==> src/rtl/mem_lsu.sv <==
// mem_lsu: MEM-stage load/store unit sitting directly in front of the data RAM.
// It takes one request per cycle, drives the RAM port in the same cycle, formats
// the one-cycle-late read data, and returns a response through a small
// response/hold stage with valid/ready handshaking.
module mem_lsu #(
    parameter int unsigned MEM_AW = 12
) (
    input  logic              clk,
    input  logic              rstn,
    input  logic              req_valid,
    output logic              req_ready,
    input  logic              req_we,
    input  logic [2:0]        req_funct3,
    input  logic [31:0]       req_addr,
    input  logic [31:0]       req_wdata,
    input  logic [4:0]        req_rd,
    output logic              rsp_valid,
    input  logic              rsp_ready,
    output logic              rsp_is_load,
    output logic [4:0]        rsp_rd,
    output logic [31:0]       rsp_rdata,
    output logic              rsp_err,
    output logic              ram_cs,
    output logic              ram_we,
    output logic [3:0]        ram_wem,
    output logic [MEM_AW-1:0] ram_addr,
    output logic [31:0]       ram_wdata,
    input  logic [31:0]       ram_rdata
);

    typedef enum logic [1:0] {
        IDLE = 2'd0,
        RESP = 2'd1,
        HOLD = 2'd2
    } state_t;

    state_t      state_q, state_d;
    logic        is_load_q, is_load_d;
    logic [4:0]  rd_q, rd_d;
    logic [2:0]  funct3_q, funct3_d;
    logic [1:0]  off_q, off_d;
    logic        err_q, err_d;
    logic [31:0] hold_q, hold_d;

    logic        acc;
    logic        err;
    logic [31:0] lane;
    logic [31:0] fmt;

    // Address bits above the RAM window are intentionally ignored.
    logic unused_addr_hi;
    assign unused_addr_hi = ^req_addr[31:MEM_AW+2];

    // Request legality: illegal widths and misaligned halfword/word accesses.
    always_comb begin
        err = 1'b0;
        if (req_we) begin
            case (req_funct3[1:0])
                2'b00:   err = 1'b0;
                2'b01:   err = req_addr[0];
                2'b10:   err = |req_addr[1:0];
                default: err = 1'b1;
            endcase
        end else begin
            case (req_funct3)
                3'b000, 3'b100: err = 1'b0;
                3'b001, 3'b101: err = req_addr[0];
                3'b010:         err = |req_addr[1:0];
                default:        err = 1'b1;
            endcase
        end
    end

    // RAM port drive in the accept cycle: select, byte mask, lane-replicated data.
    always_comb begin
        acc       = req_valid & req_ready;
        ram_cs    = acc & ~err;
        ram_we    = ram_cs & req_we;
        ram_addr  = req_addr[MEM_AW+1:2];
        ram_wem   = '0;
        ram_wdata = req_wdata;
        case (req_funct3[1:0])
            2'b00:   ram_wdata = {4{req_wdata[7:0]}};
            2'b01:   ram_wdata = {2{req_wdata[15:0]}};
            default: ram_wdata = req_wdata;
        endcase
        if (ram_we) begin
            case (req_funct3[1:0])
                2'b00:   ram_wem = 4'b0001 << req_addr[1:0];
                2'b01:   ram_wem = 4'b0011 << req_addr[1:0];
                default: ram_wem = 4'b1111;
            endcase
        end
    end

    // Load formatting of the live RAM read data using the captured request info.
    always_comb begin
        lane = ram_rdata >> {off_q, 3'b000};
        case (funct3_q)
            3'b000:  fmt = {{24{lane[7]}}, lane[7:0]};
            3'b100:  fmt = {24'b0, lane[7:0]};
            3'b001:  fmt = {{16{lane[15]}}, lane[15:0]};
            3'b101:  fmt = {16'b0, lane[15:0]};
            3'b010:  fmt = lane;
            default: fmt = '0;
        endcase
        if (!is_load_q || err_q) begin
            fmt = '0;
        end
    end

    // Response FSM: next state, request capture, hold capture and handshake outputs.
    always_comb begin
        state_d     = state_q;
        is_load_d   = is_load_q;
        rd_d        = rd_q;
        funct3_d    = funct3_q;
        off_d       = off_q;
        err_d       = err_q;
        hold_d      = hold_q;
        rsp_valid   = 1'b0;
        req_ready   = 1'b0;
        rsp_rdata   = '0;

        case (state_q)
            IDLE: begin
                req_ready = rstn;
                if (acc) begin
                    state_d = RESP;
                end
            end
            RESP: begin
                rsp_valid = 1'b1;
                rsp_rdata = fmt;
                req_ready = rstn & rsp_ready;
                if (!rsp_ready) begin
                    state_d = HOLD;
                    hold_d  = fmt;
                end else if (acc) begin
                    state_d = RESP;
                end else begin
                    state_d = IDLE;
                end
            end
            HOLD: begin
                rsp_valid = 1'b1;
                rsp_rdata = hold_q;
                req_ready = rstn & rsp_ready;
                if (!rsp_ready) begin
                    state_d = HOLD;
                end else if (acc) begin
                    state_d = RESP;
                end else begin
                    state_d = IDLE;
                end
            end
            default: state_d = IDLE;
        endcase

        if (acc) begin
            is_load_d = ~req_we;
            rd_d      = req_rd;
            funct3_d  = req_funct3;
            off_d     = req_addr[1:0];
            err_d     = err;
        end

        rsp_is_load = rsp_valid & is_load_q;
        rsp_err     = rsp_valid & err_q;
        rsp_rd      = (rsp_valid & is_load_q & ~err_q) ? rd_q : '0;
    end

    // State and response registers; reset discards any pending response.
    always_ff @(posedge clk or negedge rstn) begin
        if (!rstn) begin
            state_q   <= IDLE;
            is_load_q <= 1'b0;
            rd_q      <= '0;
            funct3_q  <= '0;
            off_q     <= '0;
            err_q     <= 1'b0;
            hold_q    <= '0;
        end else begin
            state_q   <= state_d;
            is_load_q <= is_load_d;
            rd_q      <= rd_d;
            funct3_q  <= funct3_d;
            off_q     <= off_d;
            err_q     <= err_d;
            hold_q    <= hold_d;
        end
    end

endmodule

==> config.mk <==
export PLATFORM = sky130hd
export DESIGN_NAME = mem_lsu
export DESIGN_NICKNAME = d
export VERILOG_FILES = /design/src/rtl/mem_lsu.sv
export SDC_FILE = /design/constraint.sdc
export NUM_CORES = 1
export LEC_CHECK = 0
export CORE_MARGIN = 4
export CORE_UTILIZATION = 43
export DETAILED_ROUTE_END_ITERATION = 16
export GPL_ROUTABILITY_DRIVEN = 0
export PLACE_DENSITY = 0.88
export SLEW_MARGIN = 20
export SYNTH_ARGS = -nofsm -noshare
export SYNTH_HDL_FRONTEND = slang
export SYNTH_SLANG_ARGS = --single-unit
export TNS_END_PERCENT = 50
==> constraint.sdc <==
create_clock -name clk -period 6.2 [get_ports clk]
set_input_delay 0.62 -clock clk [delete_from_list [all_inputs] [get_ports clk]]
set_output_delay 0.62 -clock clk [all_outputs]
set_load 0.02 [all_outputs]
=== Yosys cells after proc, flatten, opt, wreduce, memory -nomap -nowiden ===
Cells that the tools add are included.

* Equality and inequality tests: 13
* Bitwise operators: 11
* Shift operators: 3
* Multiplexer cells: 16
* Reductions and logical operators: 11

{| class="wikitable"
|+ Operators by type and width
! kind !! count
|-
| $pmux 32 s5 || 1
|-
| $pmux 32 s2 || 2
|-
| $mux 32 || 1
|-
| $shr 32x5->32 || 1
|-
| $eq 3x3->1 const B || 4
|-
| $pmux 4 s2 || 1
|-
| $reduce_or 2->1 || 4
|-
| $and 1x1->1 || 7
|-
| $eq 3x1->1 const B || 2
|-
| $eq 3x2->1 const B || 2
|-
| $logic_not 3->1 || 2
|-
| $pmux 1 s3 || 2
|-
| $mux 5 || 1
|-
| $eq 2x1->1 const B || 2
|-
| $eq 2x2->1 const B || 2
|-
| $logic_not 2->1 || 2
|-
| $mux 2 || 2
|-
| $mux 4 || 1
|-
| $not 1->1 || 4
|-
| $pmux 2 s2 || 1
|-
| $shl 1x2->4 const A || 1
|-
| $shl 2x2->4 const A || 1
|-
| $mux 1 || 3
|-
| $ne 2x2->1 const B || 1
|-
| other kinds (4) || 4
|}

* Output and inout port bits: 91
* Flip-flop bits (word level): 46
* Logic and storage cells: 61

=== Longest topological paths before layout ===
Gate-level depths: netlist (run 1).

* Depth after elaboration: 8
* Mapped depth: 8

=== Least setup slack after synthesis (run 1) ===
OpenSTA, ideal clock, no wires.

* Path kind: register to output
* From: register state_q[0]
* To: output ram_wem[3]
* Data arrival time: 2.778 ns
* Required time: 5.580 ns
* Cell stages (with the launch flop): 8
* Setup slack: 2.802 ns
* Path buffers: 1
* Cells stage by stage: dfrtp_1 > inv_1 > ha_1 > clkbuf_1 > a21oi_1 > nand4bb_1 > nor3b_1 > a21boi_0

* Word-level cells in the longest chain between the ends: 7
* Elaborated cells on any way between the ends: 9

{| class="wikitable"
|+ RTL lines
! element !! line !! text
|-
| start: declaration || 37 || <nowiki>state_t state_q, state_d;</nowiki>
|-
| start signal: assignment || 184 || <nowiki>state_q <= state_d;</nowiki>
|-
| $eq 2x2->1 / $eq 2x1->1 (equally long branches) || 125 || <nowiki>case (state_q)</nowiki>
|-
| $reduce_or 2->1 (no line) || n/a ||
|-
| $pmux 1 s2 (*) || 125 ||
|-
| $and 1x1->1 (*) || 76 || <nowiki>acc = req_valid & req_ready;</nowiki>
|-
| $and 1x1->1 (*) || 77 || <nowiki>ram_cs = acc & ~err;</nowiki>
|-
| $and 1x1->1 (*) || 78 || <nowiki>ram_we = ram_cs & req_we;</nowiki>
|-
| via ram_we || 24 || <nowiki>output logic ram_we,</nowiki>
|-
| $mux 4 (*) || 87 || <nowiki>if (ram_we) begin</nowiki>
|-
| end: declaration || 25 || <nowiki>output logic [3:0] ram_wem,</nowiki>
|}

Mark *: on every way through the listed nets, which the timed path passes. The rest lies on a longest branch.

=== Final worst setup path (run 1) ===
* From: register off_q[1]
* To: output rsp_rdata[31]

* Word-level cells in the longest chain between the ends: 4

{| class="wikitable"
|+ RTL lines
! element !! line !! text
|-
| start: declaration || 41 || <nowiki>logic [1:0] off_q, off_d;</nowiki>
|-
| start signal: assignment || 180 || <nowiki>off_q <= '0;</nowiki>
|-
| start signal: assignment || 188 || <nowiki>off_q <= off_d;</nowiki>
|-
| $shr 32x5->32 || 98 || <nowiki>lane = ram_rdata >> {off_q, 3'b000};</nowiki>
|-
| $pmux 32 s5 || 99 || <nowiki>case (funct3_q)</nowiki>
|-
| $mux 32 || 107 || <nowiki>if (!is_load_q || err_q) begin</nowiki>
|-
| $pmux 32 s2 || 125 ||
|-
| end: declaration || 21 || <nowiki>output logic [31:0] rsp_rdata,</nowiki>
|}

No other way between the ends.

==> results of run 1 <==
report_power, final:
part	internal, uW	switching, uW	leakage, uW
Sequential	427	144	0.000607
Combinational	416	510	0.00157
Clock	90.1	104	0.0000482
Total	934	758	0.00222
registers in the layout, summed over array words and instances, names as in the netlist:
signal / cells
rd_q: 5
off_q: 2
hold_q: 32
funct3_q: 3
is_load_q: 1
err_q: 1
state_q: 2
worst reg2reg max path, stage by stage (launching register included):
cell and delay (ns):
dfrtp_1 1.03, nor2b_1 0.70, a2bb2oi_2 0.21, a2111oi_4 0.93, a221o_2 0.24
metrics by stage:
step / total power (uW) / cell area, sq um / cells / setup slack (ns)
global placement: 1460 / 5030 / 618 / 2.05
detailed placement: 1500 / 5030 / 618 / 1.98
floorplan: 1190 / 3600 / 405 / 2.80
CTS: 1690 / 5120 / 626 / 1.63
global route: 1810 / 5130 / 627 / 1.31
finish: 1690 / 5130 / 628 / 1.59
cell families (layout without fill, tap and decap cells):
family,Yosys count,count (layout)
AND/OR/NAND/NOR,139,139
other,0,2
AO/OA/AOI/OAI,105,105
multiplexers,52,52
flip-flops,46,46
buffers and inverters,59,175
adder cells (fa/ha/maj),4,4
cells in the mapped netlist (all sizes together) (8+ instances only):
library cell,count
a22oi,8
nand2,89
clkbuf,25
buf,29
mux2,26
a221o,16
mux2i,25
a32oi,8
o21ai,27
nor3,21
dfrtp,46
a211o,16
layer usage:
layer | up-vias | part of all wire | track usage
li1 | 1698 | - | -
met1 | 1735 | 0.36 | 0.273
met2 | 219 | 0.49 | 0.398
met3 | 28 | 0.12 | 0.0778
met4 | 0 | 0.034 | 0.109
met5 | - | 0 | 0
cell type report:
| type | instances | area (sq um) | share of cell area |
|---|---|---|---|
| Antenna cell | 2 | 5.00 | 0.000975 |
| Clock buffer | 7 | 86.3 | 0.0168 |
| Clock inverter | 1 | 5.00 | 0.000975 |
| Inverter | 5 | 18.8 | 0.00366 |
| Multi-Input combinational cell | 300 | 2130 | 0.415 |
| Sequential cell | 46 | 1150 | 0.224 |
| Tap cell | 105 | 131 | 0.0256 |
| Timing Repair Buffer | 162 | 1600 | 0.313 |
worst max path at each step:
stage	to	cells after the start
after floorplan	ram_wem[3]	7
after global placement	rsp_rdata[31]	5
after detailed placement	rsp_rdata[31]	5
after CTS	rsp_rdata[31]	5
after global routing	rsp_rdata[31]	8
final	rsp_rdata[31]	5
placed cells by master, fill, tap and decap left out, drive strengths merged, types with 6 or more instances in the layout:
master         Yosys  layout
a211o             16      16
a221o             16      16
a22oi              8       8
a32oi              8       8
buf               29       6
clkbuf            25       7
clkdlybuf4s50      0     156
dfrtp             46      46
mux2              26      26
mux2i             25      25
nand2             89      89
nor2               7       7
nor3              21      21
o211ai             7       7
o21ai             27      27
o2bb2ai            7       7
==> flow_summary.json, run 1 <==
{
  "status": "finished clean",
  "vias": 3680,
  "hold_path.class": "register to register",
  "tightest_slew_ns": 1.03,
  "crit_start": "off_q[1]",
  "routedWlPerCell_um": 18.9,
  "wl_um": 11900,
  "syn_area_per_cell_sq_um": 8.88,
  "grt_pass1_vias": 3686,
  "fin_crit_sh": 0.744,
  "final_nets": 633,
  "clk_pin_slew_ns": 0.08,
  "async_reset_ff_frac": 1.00,
  "crit_buf_inv": 1,
  "grt_pass1_wl_um": 18700,
  "final_hold_viol_count": 0,
  "cts_made_buffers": 5,
  "insertion_delay_ns": 0.30,
  "die_width_um": 99.5,
  "drt-vias-per-instance": 5.86,
  "first_iter_violations": 190,
  "htree_levels": 2,
  "synth_top_cell_by_area": "dfrtp_1",
  "drcViolationCount": 0,
  "die_area_sq_mm": 0.00989,
  "tritoncts": "yes",
  "yosys.area.top_type_share": 0.320,
  "grt_max_degree": 53,
  "totalNegativeSetupSlack_ns": 0,
  "place_hpwl_um": 9060,
  "synthFlopType": "dfrtp_1",
  "postCtsSetupBuffers": 0,
  "cpPeakStageDelay_ns": 1.03,
  "pin_count": 200,
  "die_y_um": 99.5,
  "crit_chain": "nor2b_1 > a2bb2oi_2 > a2111oi_4 > a221o_2 > clkdlybuf4s50_1",
  "ctsHoldBuffers": 0,
  "crit_type": "register to primary output",
  "fillers": 657,
  "min_path_cells": 2,
  "synth_top_family_by_area": "compound AO/OA/AOI/OAI gates",
  "cpMaxStageDelayCell": "dfrtp_1",
  "synth_nets": 518,
  "min_from": "rd_q[0]",
  "cts_max_path_buffers": 2,
  "synth_edf_count": 0,
  "netlist_instances": 405,
  "ant_nets": 0,
  "grt_antenna_before_repair": 1,
  "fin_util": 0.628,
  "floorplan.initialDensity": 0.440,
  "yosys-top-cells-area": "dfrtp_1, nand2_1, mux2_2, mux2i_1, buf_4",
  "core_area_sq_mm": 0.00818,
  "ff2ff_setup_slack_ns": 3.03,
  "synth_simple_gate_area_frac": 0.177,
  "worst_hold_slack_ns": 0.471,
  "yosysWarnings": 0,
  "fmax_mhz": 217,
  "maxSlewViolCount": 0,
  "yosysSeqAreaShare": 0.320,
  "worstPathRequired_ns": 5.58,
  "reg2reg_from": "off_q[1]",
  "drv_cap": 0,
  "critPathCaptureType": "primary output",
  "syn_area_sq_mm": 0.00360,
  "rows": 33,
  "critPathTopFamily": "compound AO/OA/AOI/OAI gates",
  "worst_hold_path.endpoint": "rd_q[0]",
  "dr.pass1.iters": 4,
  "grt_overflow_total": 0,
  "layout-drive-gt1-share": 0.111,
  "maxSlewHeadroom": 0.311,
  "rsz0062_at_grt": "no",
  "io_buffers": 157,
  "cts-resized-gates": 0,
  "cts_num_sinks": 46,
  "root_buffer": "clkbuf_8",
  "p_leak_uw": 0.00222,
  "synth.distinct_cells": 46,
  "critPathArrivalTime_ns": 3.99,
  "ys_ff_latch": 46,
  "yosys.area_share.adder": 0.0139,
  "synthMuxAreaShare": 0.157,
  "track_usage": 0.237,
  "finClkSkew_ns": 0.00544,
  "yosys.area_share.xor_xnor": 0,
  "peakVddDrop_mv": 0.161,
  "r2r-end": "hold_q[31]",
  "worstRegToRegCells": 4,
  "startpoint_type": "register",
  "p_per_area_mw_per_mm2": 330,
  "synth_compound_area_frac": 0.242,
  "fin_crit_ns": 4.61,
  "area_growth_pct": 42.6,
  "finalSetupViolCount": 0,
  "cp_max_fo": 31
}
No activity file was read; power rests on OpenSTA's default activity.
==> run 2, diff against run 1 <==
--- a/config.mk
+++ b/config.mk
@@ -6,10 +6,10 @@
 export NUM_CORES = 1
 export LEC_CHECK = 0
 export CORE_MARGIN = 4
-export CORE_UTILIZATION = 43
+export CORE_UTILIZATION = 36
 export DETAILED_ROUTE_END_ITERATION = 16
 export GPL_ROUTABILITY_DRIVEN = 0
-export PLACE_DENSITY = 0.88
+export PLACE_DENSITY = 0.79
 export SLEW_MARGIN = 20
 export SYNTH_ARGS = -nofsm -noshare
 export SYNTH_HDL_FRONTEND = slang
==> constraint.sdc (replaced) <==
create_clock -name clk -period 3.8 [get_ports clk]
set_input_delay 0.38 -clock clk [delete_from_list [all_inputs] [get_ports clk]]
set_output_delay 0.38 -clock clk [all_outputs]
set_load 0.02 [all_outputs]
==> run 2 against run 1 <==
Against the previous run: via count decreased by 1.3%; first-iteration DRC count increased by 6.8%; clock skew increased by 0.0039 ns; clock power increased by 89%; flip-flop and latch count unchanged; critical path depth increased by 4; cell area increased by 2.7%; wire length increased by 1.2%; die area increased by 18%; sequential power increased by 55%; clock-buffer cell count decreased by 1; critical endpoint is now rsp_rdata[28].
==> flow_summary.json, run 2 (same netlist as run 1, synthesis figures left out) <==
{
  "first_iter_violations": 203,
  "wl_um": 12000,
  "worstRegToRegCells": 4,
  "htree_levels": 2,
  "peakVddDrop_mv": 0.239,
  "die_area_sq_mm": 0.0117,
  "insertion_delay_ns": 0.30,
  "critPathArrivalTime_ns": 3.02,
  "die_y_um": 108,
  "floorplan.initialDensity": 0.368,
  "drv_cap": 0,
  "tightest_slew_ns": 0.934,
  "critPathCaptureType": "primary output",
  "tritoncts": "yes",
  "grt_pass1_vias": 3605,
  "io_buffers": 157,
  "grt_overflow_total": 0,
  "die_width_um": 108,
  "n_antenna_cell": 0,
  "postCtsSetupBuffers": 0,
  "cts_num_sinks": 46,
  "maxSlewViolCount": 0,
  "place_hpwl_um": 9320,
  "worstPathRequired_ns": 3.42,
  "finalSetupViolCount": 0,
  "p_per_area_mw_per_mm2": 540,
  "cts_made_buffers": 5,
  "mostFrequentLayoutCell": "clkdlybuf4s50_1",
  "fmax_mhz": 294,
  "final_nets": 645,
  "grt_pass1_wl_um": 18700,
  "finClkSkew_ns": 0.00930,
  "dr.pass1.iters": 5,
  "vias": 3634,
  "largest_reg_flops": 32,
  "reg.largest.list": "hold_q (32), rd_q (5), funct3_q (3)",
  "top_register": "hold_q",
  "final_hold_viol_count": 0,
  "grt_antenna_before_repair": 1,
  "ant_nets": 0,
  "rows": 36,
  "layout-drive-gt1-share": 0.129,
  "cts-resized-gates": 0,
  "status": "finished clean",
  "drcViolationCount": 0,
  "ctsHoldBuffers": 0,
  "fin_crit_ns": 3.40,
  "fillers": 909,
  "grt_max_degree": 48,
  "root_buffer": "clkbuf_8",
  "cp_max_fo": 12,
  "pin_count": 200,
  "rsz0062_at_grt": "no",
  "routedWlPerCell_um": 18.1,
  "startpoint_type": "register",
  "clk_pin_slew_ns": 0.09,
  "totalNegativeSetupSlack_ns": 0,
  "area_growth_pct": 46.5,
  "core_area_sq_mm": 0.00977,
  "maxSlewHeadroom": 0.378,
  "fin_crit_sh": 0.895,
  "p_leak_uw": 0.00228,
  "cts_max_path_buffers": 2,
  "fin_util": 0.539,
  "track_usage": 0.202,
  "final_cell_mix": "clkdlybuf4s50_1, nand2_1, dfrtp_1",
  "crit_type": "register to primary output",
  "drt-vias-per-instance": 5.46,
  "hold_path.class": "primary input to asynchronous set/reset pin"
}
## run 2: cell type report
class                           instances  area, sq um  area share
Timing Repair Buffer                  174         1690       0.322
Inverter                                5         18.8     0.00356
Multi-Input combinational cell        300         2130       0.404
Sequential cell                        46         1150       0.218
Clock inverter                          2         37.5     0.00712
Tap cell                              133          166      0.0316
Clock buffer                            6         72.6      0.0138
## run 2: final timing paths
kind	startpoint	end	slack [ns]
max in group asynchronous	rstn	hold_q[12]	3.19
worst max register to register	off_q[0]	hold_q[28]	1.36
worst min-delay path	rstn	hold_q[16]	0.20
worst min register to register	rd_q[1]	rd_q[1]	0.48
min in group clk	rd_q[1]	rd_q[1]	0.48
worst max-delay path	state_q[0]	rsp_rdata[28]	0.40
## run 2: report_power, final
group          switching, uW  total (uW)  internal, uW
logic                    884        1600           712
registers                185         884           698
clock network            171         367           196
## run 2: routing by layer
metal,global-route usage,wire (um)
met1,0.249,4780
met2,0.337,5780
met3,0.0681,1210
met4,0.0586,253
met5,0,7
## run 2: metrics by stage
step / power [uW] / worst slack, ns / cell area, sq um / std cells / hold slack [ns]
after floorplan: 1940 / 0.642 / 3600 / 405 / 0.0844
after global placement: 2440 / 0.541 / 5160 / 658 / 0.451
after detailed placement: 2480 / 0.490 / 5160 / 658 / 0.464
after CTS: 2850 / 0.382 / 5270 / 666 / 0.223
after global routing: 3050 / 0.0927 / 5270 / 666 / 0.259
final: 2850 / 0.401 / 5270 / 666 / 0.202
## run 2: critical path, cell delays in order, from the launching register on
cell,delay [ns]
dfrtp_1,0.41
inv_1,0.08
ha_1,0.46
nand2_1,0.13
nor4_1,0.20
buf_4,0.23
nor4b_2,0.22
buf_4,0.21
a221o_1,0.17
clkdlybuf4s50_1,0.61
==> run 3, diff against run 2 <==
--- a/config.mk
+++ b/config.mk
@@ -10,6 +10,7 @@
 export DETAILED_ROUTE_END_ITERATION = 16
 export GPL_ROUTABILITY_DRIVEN = 0
 export PLACE_DENSITY = 0.79
+export RECOVER_POWER = 100
 export SLEW_MARGIN = 20
 export SYNTH_ARGS = -nofsm -noshare
 export SYNTH_HDL_FRONTEND = slang
==> run 3 against run 2 <==
Against the previous run: critical path depth down 1; hold slack better by 0.042 ns; die area unchanged.
==> flow_summary.json, run 3 (same netlist as run 1, synthesis figures left out) <==
{
  "status": "finished clean",
  "vias": 3614,
  "cts_made_buffers": 5,
  "area_growth_pct": 45.8,
  "crit_buf_inv": 4,
  "final_nets": 645,
  "r2r-end": "hold_q[28]",
  "finalSetupViolCount": 0,
  "grt_overflow_total": 0,
  "hold_path.class": "primary input to asynchronous set/reset pin",
  "worstRegToRegCells": 6,
  "critPathTopFamily": "buffers and inverters",
  "first_iter_violations": 207,
  "fmax_mhz": 283,
  "maxSlewViolCount": 0,
  "cp_max_fo": 16,
  "pin_count": 200,
  "grt_pass1_vias": 3605,
  "grt_max_degree": 48,
  "rsz0062_at_grt": "no",
  "place_hpwl_um": 9320,
  "drt-vias-per-instance": 5.43,
  "totalNegativeSetupSlack_ns": 0,
  "ff2ff_setup_slack_ns": 0.54,
  "fin_area_sq_mm": 0.00525,
  "worstPathRequired_ns": 3.42,
  "postCtsSetupBuffers": 0,
  "cpPeakStageDelay_ns": 0.68,
  "ant_nets": 0,
  "root_buffer": "clkbuf_8",
  "grt_antenna_before_repair": 1,
  "die_y_um": 108,
  "cts-resized-gates": 0,
  "peakVddDrop_mv": 0.235,
  "mostFrequentLayoutCell": "nand2_1",
  "cts_num_sinks": 46,
  "rows": 36,
  "fin_crit_sh": 0.930,
  "die_width_um": 108,
  "top_register": "hold_q",
  "track_usage": 0.202,
  "reg2reg_from": "state_q[1]",
  "crit_chain": "inv_1 > ha_1 > nand2_1 > buf_4 > a2111oi_4 > clkbuf_2 > a221o_1 > dlygate4sd3_1",
  "startpoint_type": "register",
  "ctsHoldBuffers": 0,
  "placed_cell_area_sq_mm": 0.00516,
  "htree_levels": 2,
  "final_cell_mix": "nand2_1, clkdlybuf4s50_1, dlygate4sd3_1",
  "reg.largest.list": "hold_q (32), rd_q (5), funct3_q (3)",
  "routedWlPerCell_um": 18.0,
  "finClkSkew_ns": 0.00874,
  "cts_max_path_buffers": 2,
  "cpMaxStageDelayCell": "dlygate4sd3_1",
  "tightest_slew_ns": 1.36,
  "maxSlewHeadroom": 0.0934,
  "p_per_area_mw_per_mm2": 534,
  "largest_reg_flops": 32,
  "layout-drive-gt1-share": 0.120,
  "critPathArrivalTime_ns": 3.15,
  "clk_pin_slew_ns": 0.09,
  "fin_crit_ns": 3.53,
  "grt_pass1_wl_um": 18700,
  "die_area_sq_mm": 0.0117,
  "tritoncts": "yes",
  "wl_um": 12000,
  "placed_cells": 658,
  "dr.pass1.iters": 4,
  "drv_cap": 0,
  "dp_slack_ns": 0.490,
  "stdcell_count": 666,
  "drcViolationCount": 0,
  "worst_slack_ns": 0.266,
  "n_antenna_cell": 0,
  "p_leak_uw": 0.00242,
  "final_hold_viol_count": 0,
  "floorplan.initialDensity": 0.368,
  "core_area_sq_mm": 0.00977,
  "crit_type": "register to primary output",
  "critPathCaptureType": "primary output",
  "fillers": 918,
  "io_buffers": 157,
  "insertion_delay_ns": 0.30,
  "power_uw": 2800
}
==> run 3: worst max path at each step <==
stage	start	end	slack [ns]	cells past startpoint
2_1_floorplan	state_q[0]	ram_wem[3]	0.64	7
3_3_place_gp	ram_rdata[31]	rsp_rdata[23]	0.54	7
3_5_place_dp	ram_rdata[31]	rsp_rdata[28]	0.49	7
4_1_cts	state_q[0]	rsp_rdata[28]	0.38	9
5_1_grt	state_q[0]	rsp_rdata[31]	0.05	9
6_report	state_q[0]	rsp_rdata[27]	0.27	8
==> run 3: metrics by stage <==
stage               hold slack, ns  utilization
finish                       0.244        0.537
detailed placement           0.464        0.528
global route                 0.315        0.537
global placement             0.451        0.528
floorplan                   0.0844            -
CTS                          0.223        0.539
==> run 3: area by class of cell <==
class	count	area, sq um	share of cell area
sequential	46	1150	0.219
timing repair buffer	174	1680	0.320
clock inverter	2	37.5	0.00715
multi-input combinational	300	2120	0.405
inverter	5	18.8	0.00358
clock buffer	6	72.6	0.0138
tap	133	166	0.0317
==> run 3: layer usage <==
metal  track usage  routed length, um
met3        0.0681               1270
met1         0.249               4740
met5             0                  7
met2         0.337               5680
met4        0.0586                262
==> run 3: worst reg2reg max path, delay by kind of cell, from the launching register on <==
| kind | cells | cell delay [ns] |
|---|---|---|
| AO/OA/AOI/OAI | 1 | 0.44 |
| flip-flops | 1 | 0.39 |
| adder cells (fa/ha/maj) | 1 | 0.19 |
| AND/OR/NAND/NOR | 2 | 0.98 |
| buffers and inverters | 2 | 1.15 |
==> run 3: report_power, final <==
part | switching [uW] | internal, uW | total, uW
sequential | 183 | 699 | 882
clock | 171 | 196 | 368
combinational | 879 | 671 | 1550
total | 1230 | 1570 | 2800
